File: config.mk
export PLATFORM = sky130hd
export DESIGN_NAME = mem_port_arbiter
export DESIGN_NICKNAME = d
export VERILOG_FILES = /design/src/rtl/mem_port_arbiter.sv
export SDC_FILE = /design/constraint.sdc
export NUM_CORES = 1
export LEC_CHECK = 0
export BUFFER_PORTS_ARGS = -buffer_cell sky130_fd_sc_hd__buf_2
export CAP_MARGIN = 30
export CORE_AREA = 2 2 194 196
export DETAILED_ROUTE_END_ITERATION = 7
export DIE_AREA = 0 0 196 198
export HOLD_SLACK_MARGIN = 0.1
export PLACE_DENSITY = 0.49
export REMOVE_ABC_BUFFERS = 1
export SYNTH_ARGS = -nofsm -noshare
export SYNTH_HDL_FRONTEND = slang
export SYNTH_SLANG_ARGS = --single-unit
File: constraint.sdc
create_clock -name clock -period 2.9 [get_ports clock]
set_clock_uncertainty 0.05 [all_clocks]
set_input_delay 0.29 -clock clock [delete_from_list [all_inputs] [get_ports clock]]
set_output_delay 0.29 -clock clock [all_outputs]
set_load 0.01 [all_outputs]
File: src/rtl/mem_port_arbiter.sv
// Shares one memory port between instruction fetch and data access. Grants and outputs are registered.
// Fairness under contention is round-robin. Define MEM_ARB_TIMEOUT_EN to add the no-ack watchdog.
module mem_port_arbiter #(
    parameter int unsigned ADDR_W  = 64,
    parameter int unsigned DATA_W  = 64,
    parameter int unsigned TIMEOUT = 15
) (
    input  logic              clock,
    input  logic              reset,
    input  logic              i_req,
    input  logic [ADDR_W-1:0] i_addr,
    output logic              i_gnt,
    output logic              i_done,
    output logic [31:0]       i_rdata,
    input  logic              d_req,
    input  logic              d_we,
    input  logic [1:0]        d_size,
    input  logic [ADDR_W-1:0] d_addr,
    input  logic [63:0]       d_wdata,
    output logic              d_gnt,
    output logic              d_done,
    output logic [63:0]       d_rdata,
    output logic              m_req,
    output logic              m_we,
    output logic [1:0]        m_size,
    output logic [ADDR_W-1:0] m_addr,
    output logic [63:0]       m_wdata,
    input  logic [63:0]       m_rdata,
    input  logic              m_ack,
    output logic              err,
    output logic              busy
);

    if (DATA_W != 64 || TIMEOUT < 1) begin : g_bad_param
        $error("mem_port_arbiter: DATA_W must be 64 and TIMEOUT at least 1");
    end

    typedef enum logic [1:0] {
        S_IDLE   = 2'd0,
        S_I_XFER = 2'd1,
        S_D_XFER = 2'd2,
        S_DONE   = 2'd3
    } state_t;

    localparam logic [1:0] SIZE_WORD = 2'b10;

    state_t              r_state,   w_state_nxt;
    logic                r_last_d,  w_last_d_nxt;
    logic                r_i_gnt,   w_i_gnt_nxt;
    logic                r_d_gnt,   w_d_gnt_nxt;
    logic                r_i_done,  w_i_done_nxt;
    logic                r_d_done,  w_d_done_nxt;
    logic [31:0]         r_i_rdata, w_i_rdata_nxt;
    logic [63:0]         r_d_rdata, w_d_rdata_nxt;
    logic                r_m_req,   w_m_req_nxt;
    logic                r_m_we,    w_m_we_nxt;
    logic [1:0]          r_m_size,  w_m_size_nxt;
    logic [ADDR_W-1:0]   r_m_addr,  w_m_addr_nxt;
    logic [63:0]         r_m_wdata, w_m_wdata_nxt;
    logic                r_err,     w_err_nxt;
    logic                r_busy,    w_busy_nxt;
    logic                w_is_d;
    logic                w_timeout;
    logic [63:0]         w_load_data;

`ifdef MEM_ARB_TIMEOUT_EN
    localparam int unsigned WDOG_W = $clog2(TIMEOUT + 1);
    logic [WDOG_W-1:0]   r_wdog, w_wdog_nxt;

    assign w_timeout = (r_wdog == WDOG_W'(TIMEOUT - 1));
`else
    assign w_timeout = 1'b0;
`endif

    // Zero-extend the loaded value to the latched access size; stores return zero.
    always_comb begin
        w_load_data = 64'd0;
        if (!r_m_we) begin
            case (r_m_size)
                2'b00:   w_load_data = {56'd0, m_rdata[7:0]};
                2'b01:   w_load_data = {48'd0, m_rdata[15:0]};
                2'b10:   w_load_data = {32'd0, m_rdata[31:0]};
                default: w_load_data = m_rdata;
            endcase
        end
    end

    assign w_is_d = (r_state == S_D_XFER);

    always_comb begin
        w_state_nxt   = r_state;
        w_last_d_nxt  = r_last_d;
        w_i_gnt_nxt   = 1'b0;
        w_d_gnt_nxt   = 1'b0;
        w_i_done_nxt  = 1'b0;
        w_d_done_nxt  = 1'b0;
        w_i_rdata_nxt = r_i_rdata;
        w_d_rdata_nxt = r_d_rdata;
        w_m_req_nxt   = 1'b0;
        w_m_we_nxt    = r_m_we;
        w_m_size_nxt  = r_m_size;
        w_m_addr_nxt  = r_m_addr;
        w_m_wdata_nxt = r_m_wdata;
        w_err_nxt     = 1'b0;
`ifdef MEM_ARB_TIMEOUT_EN
        w_wdog_nxt    = r_wdog;
`endif
        case (r_state)
            S_IDLE: begin
                // Fetch wins a tie unless it owned the port last.
                if (i_req && (!d_req || r_last_d)) begin
                    w_state_nxt   = S_I_XFER;
                    w_i_gnt_nxt   = 1'b1;
                    w_m_req_nxt   = 1'b1;
                    w_m_we_nxt    = 1'b0;
                    w_m_size_nxt  = SIZE_WORD;
                    w_m_addr_nxt  = i_addr;
                    w_m_wdata_nxt = 64'd0;
`ifdef MEM_ARB_TIMEOUT_EN
                    w_wdog_nxt    = '0;
`endif
                end else if (d_req) begin
                    w_state_nxt   = S_D_XFER;
                    w_d_gnt_nxt   = 1'b1;
                    w_m_req_nxt   = 1'b1;
                    w_m_we_nxt    = d_we;
                    w_m_size_nxt  = d_size;
                    w_m_addr_nxt  = d_addr;
                    w_m_wdata_nxt = d_wdata;
`ifdef MEM_ARB_TIMEOUT_EN
                    w_wdog_nxt    = '0;
`endif
                end
            end
            S_I_XFER, S_D_XFER: begin
                if (m_ack || w_timeout) begin
                    w_state_nxt  = S_DONE;
                    w_last_d_nxt = w_is_d;
                    w_err_nxt    = !m_ack;
                    if (w_is_d) begin
                        w_d_done_nxt  = 1'b1;
                        w_d_rdata_nxt = m_ack ? w_load_data : 64'd0;
                    end else begin
                        w_i_done_nxt  = 1'b1;
                        w_i_rdata_nxt = m_ack ? m_rdata[31:0] : 32'd0;
                    end
                end else begin
                    w_m_req_nxt = 1'b1;
                    w_i_gnt_nxt = !w_is_d;
                    w_d_gnt_nxt = w_is_d;
`ifdef MEM_ARB_TIMEOUT_EN
                    w_wdog_nxt  = r_wdog + WDOG_W'(1);
`endif
                end
            end
            S_DONE: begin
                w_state_nxt = S_IDLE;
            end
            default: begin
                w_state_nxt = S_IDLE;
            end
        endcase
        w_busy_nxt = (w_state_nxt != S_IDLE);
    end

    always_ff @(posedge clock or negedge reset) begin
        if (!reset) begin
            r_state   <= S_IDLE;
            r_last_d  <= 1'b1;
            r_i_gnt   <= 1'b0;
            r_d_gnt   <= 1'b0;
            r_i_done  <= 1'b0;
            r_d_done  <= 1'b0;
            r_i_rdata <= 32'd0;
            r_d_rdata <= 64'd0;
            r_m_req   <= 1'b0;
            r_m_we    <= 1'b0;
            r_m_size  <= 2'b00;
            r_m_addr  <= '0;
            r_m_wdata <= 64'd0;
            r_err     <= 1'b0;
            r_busy    <= 1'b0;
        end else begin
            r_state   <= w_state_nxt;
            r_last_d  <= w_last_d_nxt;
            r_i_gnt   <= w_i_gnt_nxt;
            r_d_gnt   <= w_d_gnt_nxt;
            r_i_done  <= w_i_done_nxt;
            r_d_done  <= w_d_done_nxt;
            r_i_rdata <= w_i_rdata_nxt;
            r_d_rdata <= w_d_rdata_nxt;
            r_m_req   <= w_m_req_nxt;
            r_m_we    <= w_m_we_nxt;
            r_m_size  <= w_m_size_nxt;
            r_m_addr  <= w_m_addr_nxt;
            r_m_wdata <= w_m_wdata_nxt;
            r_err     <= w_err_nxt;
            r_busy    <= w_busy_nxt;
        end
    end

`ifdef MEM_ARB_TIMEOUT_EN
    always_ff @(posedge clock or negedge reset) begin
        if (!reset) begin
            r_wdog <= '0;
        end else begin
            r_wdog <= w_wdog_nxt;
        end
    end
`endif

    assign i_gnt   = r_i_gnt;
    assign d_gnt   = r_d_gnt;
    assign i_done  = r_i_done;
    assign d_done  = r_d_done;
    assign i_rdata = r_i_rdata;
    assign d_rdata = r_d_rdata;
    assign m_req   = r_m_req;
    assign m_we    = r_m_we;
    assign m_size  = r_m_size;
    assign m_addr  = r_m_addr;
    assign m_wdata = r_m_wdata;
    assign err     = r_err;
    assign busy    = r_busy;

endmodule

==> metrics.cfg, run 1 <==
[power]
leakage_nw=8.05
ir_drop_v=0.000481
p_per_area_nw_per_um2=1030

[logic_synthesis]
ys_ff_latch=236
synth_flop_cell=dfrtp_1
synth_area_um2=9120
synth_top_area_cell=dfrtp_1
synthArstFlopShare=1.00
synth_enable_flop_cells=0
ys_warn_count=0
synth_cell_types=27
yosysMostFrequentCell=dfrtp_1
yosysSeqAreaShare=0.648
synth_common_cells=dfrtp_1, nand2_1, a21oi_1
synth_area_leaders=dfrtp_1, a22o_1, a21oi_1
avgSynthCellArea_um2=10.9
postSynthCellCount=840
synth_top_area_share=0.645

[detailed_routing]
drt-pass1-iter-count=7
via_per_inst=4.55
drc=0
wire_per_inst_um=16.9
routed-via-count=9441
finalWirelength_mm=35.0
drtIter0Drc=342
drtAntennaViolNets=0

[critical_path]
cp_max_fo=131
worstPathArrival_ps=2960
endpoint_kind=register
cpPeakStageDelay_ps=560
worst_setup_path_start_kind=register
required_ps=3270
crit_path_top_delay_cell=dlygate4sd3_1
critPathKind=reg2reg
cpMostUsedCell=a21oi_1
path_cells=inv_1, ha_1, o21ai_4, buf_12, a21oi_1, a21oi_1, dlygate4sd3_1

[sta]
period_needed_ps=2590
worstMarginPinSlew_ps=782
setup_viol=0
relSlewSlack=0.479
worst_hold_slack_ps=149
drv_slew=0
fin_crit_sh=0.893
rsz0062_at_grt=false
max_freq_mhz=386
setup_slack_ps=309
hold_viol=0

[clocking]
cts_tree=yes
clk_pin_slew_ps=60
clock_sinks=236
cts-root-buf=clkbuf_16
cts_setup_buffers=0
htreeDepth=1
cts_buffers=27
cts_buffer_depth=3
clock_latency_ps=540

[min_path]
hp-class=in2reg

[placement]
gp_congestion=0.766
pre_cts_ws_ps=761
io_buffers=496
dp.cells=1764
dp_hpwl_mm=22.9

[global_route]
grt_pass1_vias=9679
grt_pass1_wl_mm=53.5
grt_util_all_layers=0.172
grt-ovfl-total=0
antenna_found_initial=2
grt_max_degree=132

[cells_and_area]
seqCellArea_um2=5910
fillCellCount=3523
final_cells=2076
utilization=0.425
num-nets-final=1847
drive_gt1_frac=0.357
multi_input_area_um2=2920
area_growth_pct=72.1

[die]
dieArea_um2=38800
core_area_um2=37000
start_util=0.247
fp.dieH_um=198
rows=71
die_w_um=196
io_pins=498

[status]
outcome=completed

[flow_run]
drv_cap=0

-- through the flow --
stage	cell area [um^2]	total power [mW]	TNS (ps)
4_1_cts	15700	16.3	0
3_5_place_dp	12200	11.7	0
2_1_floorplan	8830	8.79	-164730
5_1_grt	15700	17.3	0
3_3_place_gp	12200	11.6	0
6_report	15700	16.2	0
-- cells by family (layout without fill, tap and decap cells) --
kind of cell,Yosys count,after routing,synth area share
compound gates,270,270,0.200
other cells,1,2,0.000411
mux,1,1,0.00123
flops,236,236,0.648
fa+ha+maj,3,3,0.00412
buf+inv,71,832,0.0348
simple gates,258,258,0.112
-- sequential cells by signal (all words and copies together), names as in the netlist --
| name | flops |
|---|---|
| i_gnt | 1 |
| m_size | 2 |
| d_gnt | 1 |
| i_rdata | 32 |
| busy | 1 |
| d_rdata | 64 |
| d_done | 1 |
| r_last_d | 1 |
| i_done | 1 |
| m_addr | 64 |
| r_state | 2 |
| m_req | 1 |
| m_wdata | 64 |
| m_we | 1 |
-- path summary, 6_finish.rpt --
path / startpoint / end / slack (ps) / depth (start not counted)
hold / removal: d_req / r_state[1]$_DFF_PN0_ / 150 / 3
setup / recovery: r_state[0]$_DFF_PN0_ / m_addr[7]$_DFFE_PN0P_ / 310 / 7
setup reg to reg: r_state[0]$_DFF_PN0_ / m_addr[7]$_DFFE_PN0P_ / 310 / 7
max in group asynchronous: reset / m_addr[32]$_DFFE_PN0P_ / 1590 / 3
min in group asynchronous: reset / d_rdata[25]$_DFFE_PN0P_ / 320 / 2
hold reg to reg: i_rdata[16]$_DFFE_PN0P_ / i_rdata[16]$_DFFE_PN0P_ / 420 / 2
-- critical path, delay by kind of cell, from the launching register on --
family / cells / cell delay [ps]
AO/OA/AOI/OAI: 3 / 570
adder cells (fa/ha/maj): 1 / 360
buffers and inverters: 3 / 880
flip-flops: 1 / 400
-- area by class of cell --
type	instances	area share
sequential	236	0.376
clock inverter	9	0.00646
timing repair buffer	776	0.339
multi-input combinational	533	0.186
inverter	6	0.00143
tap	474	0.0378
antenna	1	0.000159
clock buffer	41	0.0528
-- power by group --
part           internal, mW  switching [mW]  leakage (nW)  total [mW]
logic                  3.38            3.63          4.66        7.02
registers              4.80           0.853          2.93        5.65
clock network          2.14            1.37         0.462        3.51
-- layer usage --
metal  up-vias  track usage  part of all wire
met5         -            0           0.00037
met4         2       0.0600             0.028
met3        58       0.0410             0.073
met2       399        0.297              0.49
met1      4600        0.210              0.41
li1       4382            -                 -
-- timing repair --
action,CTS,global route
hold endpoints to repair,317,0
gates resized for setup,0,0
hold buffers,261,0
-- cell usage in the layout, fill, tap and decap left out, types with 2 or more instances in the layout --
cell type	synthesis	layout
buf_2	14	495
dlygate4sd3_1	0	261
dfrtp_1	235	235
nand2_1	173	171
a21oi_1	133	133
a22o_1	122	122
nor2_1	69	69
clkbuf_16	0	27
buf_4	3	13
o21ai_0	10	10
clkbuf_8	0	10
nand2b_1	9	9
inv_1	6	6
buf_12	0	6
clkinv_2	0	5
clkbuf_1	39	4
ha_1	3	3
or2_2	2	2
nand2_2	0	2
bufinv_16	0	2
Power figures use the tool's default switching activity.
==> run 2, diff against run 1 <==
--- a/config.mk
+++ b/config.mk
@@ -5,13 +5,13 @@
 export SDC_FILE = /design/constraint.sdc
 export NUM_CORES = 1
 export LEC_CHECK = 0
-export BUFFER_PORTS_ARGS = -buffer_cell sky130_fd_sc_hd__buf_2
 export CAP_MARGIN = 30
 export CORE_AREA = 2 2 194 196
 export DETAILED_ROUTE_END_ITERATION = 7
 export DIE_AREA = 0 0 196 198
+export DONT_BUFFER_PORTS = 1
 export HOLD_SLACK_MARGIN = 0.1
-export PLACE_DENSITY = 0.49
+export PLACE_DENSITY = 0.37
 export REMOVE_ABC_BUFFERS = 1
 export SYNTH_ARGS = -nofsm -noshare
 export SYNTH_HDL_FRONTEND = slang
==> metrics.cfg, run 2 <==
[clocking]
cts_setup_buffers=0  ; unchanged
holdBufCountCts=264  ; +1.1%
htreeDepth=1  ; unchanged
cts-resized-gates=0  ; unchanged
cts-root-buf=clkbuf_16
cts_buffers=28  ; +3.7%
cts_buffer_depth=3  ; unchanged
clock_sinks=236  ; unchanged

[logic_synthesis]
avgSynthCellArea_um2=10.9  ; unchanged
synth_top_area_share=0.645  ; unchanged
synth_cell_types=27  ; unchanged
synth_common_cells=dfrtp_1, nand2_1, a21oi_1
synth_flop_cell=dfrtp_1
synth_area_um2=9120  ; unchanged
synth_top_area_cell=dfrtp_1
postSynthCellCount=840  ; unchanged
ys_warn_count=0  ; unchanged
ys_ff_latch=236  ; unchanged
synthArstFlopShare=1.00  ; unchanged
synth_area_leaders=dfrtp_1, a22o_1, a21oi_1
synth_enable_flop_cells=0  ; unchanged
yosysMostFrequentCell=dfrtp_1
yosysSeqAreaShare=0.648  ; unchanged

[die]
start_util=0.247  ; unchanged
die_w_um=196  ; unchanged
fp.dieH_um=198  ; unchanged
rows=71  ; unchanged
io_pins=498  ; unchanged

[placement]
io_buffers=0  ; -100%
dp_hpwl_mm=20.6  ; -10%
gp_congestion=0.711  ; -7.3%

[status]
outcome=did not finish
lastStage=clock tree synthesis (4_1_cts)
firstError=[ERROR RSZ-0060] Max buffer count reached.

## run 2: cell families after synthesis
family	share of synthesized area
buf+inv	0.0348
mux	0.00123
simple gates	0.112
compound gates	0.200
fa+ha+maj	0.00412
other cells	0.000411
flops	0.648
## run 2: metrics by stage
step | utilization | std cells | TNS [ps] | cell area (um^2) | worst slack [ps]
detailed placement | 0.260 | 1262 | 0 | 9590 | 718
global placement | 0.260 | 1262 | 0 | 9590 | 792
floorplan | - | 775 | -164730 | 8830 | -1800
==> run 3, diff against run 2 <==
--- a/config.mk
+++ b/config.mk
@@ -6,12 +6,11 @@
 export NUM_CORES = 1
 export LEC_CHECK = 0
 export CAP_MARGIN = 30
-export CORE_AREA = 2 2 194 196
+export CORE_AREA = 2 2 195 197
 export DETAILED_ROUTE_END_ITERATION = 7
-export DIE_AREA = 0 0 196 198
+export DIE_AREA = 0 0 197 199
 export DONT_BUFFER_PORTS = 1
-export HOLD_SLACK_MARGIN = 0.1
-export PLACE_DENSITY = 0.37
+export PLACE_DENSITY_LB_ADDON = 0.15
 export REMOVE_ABC_BUFFERS = 1
 export SYNTH_ARGS = -nofsm -noshare
 export SYNTH_HDL_FRONTEND = slang
==> metrics.cfg, run 3 <==
[status]
outcome=did not finish
lastStage=clock tree synthesis (4_1_cts)
firstError=[ERROR RSZ-0060] Max buffer count reached.

[die]
rows=71  ; unchanged
fp.dieH_um=199  ; +0.51%
io_pins=498  ; unchanged
die_w_um=197  ; +0.51%
start_util=0.246  ; -0.00118

[logic_synthesis]
synthArstFlopShare=1.00  ; unchanged
synth_common_cells=dfrtp_1, nand2_1, a21oi_1
postSynthCellCount=840  ; unchanged
avgSynthCellArea_um2=10.9  ; unchanged
yosysMostFrequentCell=dfrtp_1
yosysSeqAreaShare=0.648  ; unchanged
synth_area_leaders=dfrtp_1, a22o_1, a21oi_1
ys_ff_latch=236  ; unchanged
synth_top_area_share=0.645  ; unchanged
synth_top_area_cell=dfrtp_1
synth_area_um2=9120  ; unchanged
ys_warn_count=0  ; unchanged
synth_flop_cell=dfrtp_1
synth_cell_types=27  ; unchanged
synth_enable_flop_cells=0  ; unchanged

[clocking]
cts_setup_buffers=0  ; unchanged
holdBufCountCts=264  ; unchanged
clock_sinks=236  ; unchanged
cts_buffers=29  ; +3.6%
cts-root-buf=clkbuf_16
htreeDepth=1  ; unchanged
cts_buffer_depth=3  ; unchanged
cts-resized-gates=0  ; unchanged

[placement]
pre_cts_ws_ps=787  ; +68.8 ps
gp_congestion=0.731  ; +2.8%
dp_hpwl_mm=20.1  ; -2.2%
io_buffers=0  ; unchanged

[run 3: cell counts after synthesis]
No cell type changed its count.
[run 3: metrics by stage]
stage	hold WS (ps)	cells	instance area, um^2
after detailed placement	-50.4	1262	9600
after global placement	-50.6	1262	9600
after floorplan	-55.6	775	8830
[run 3: cell families after synthesis]
family / synth area share
AND/OR/NAND/NOR: 0.112
flip-flops: 0.648
other: 0.000411
AO/OA/AOI/OAI: 0.200
buffers and inverters: 0.0348
multiplexers: 0.00123
adder cells (fa/ha/maj): 0.00412
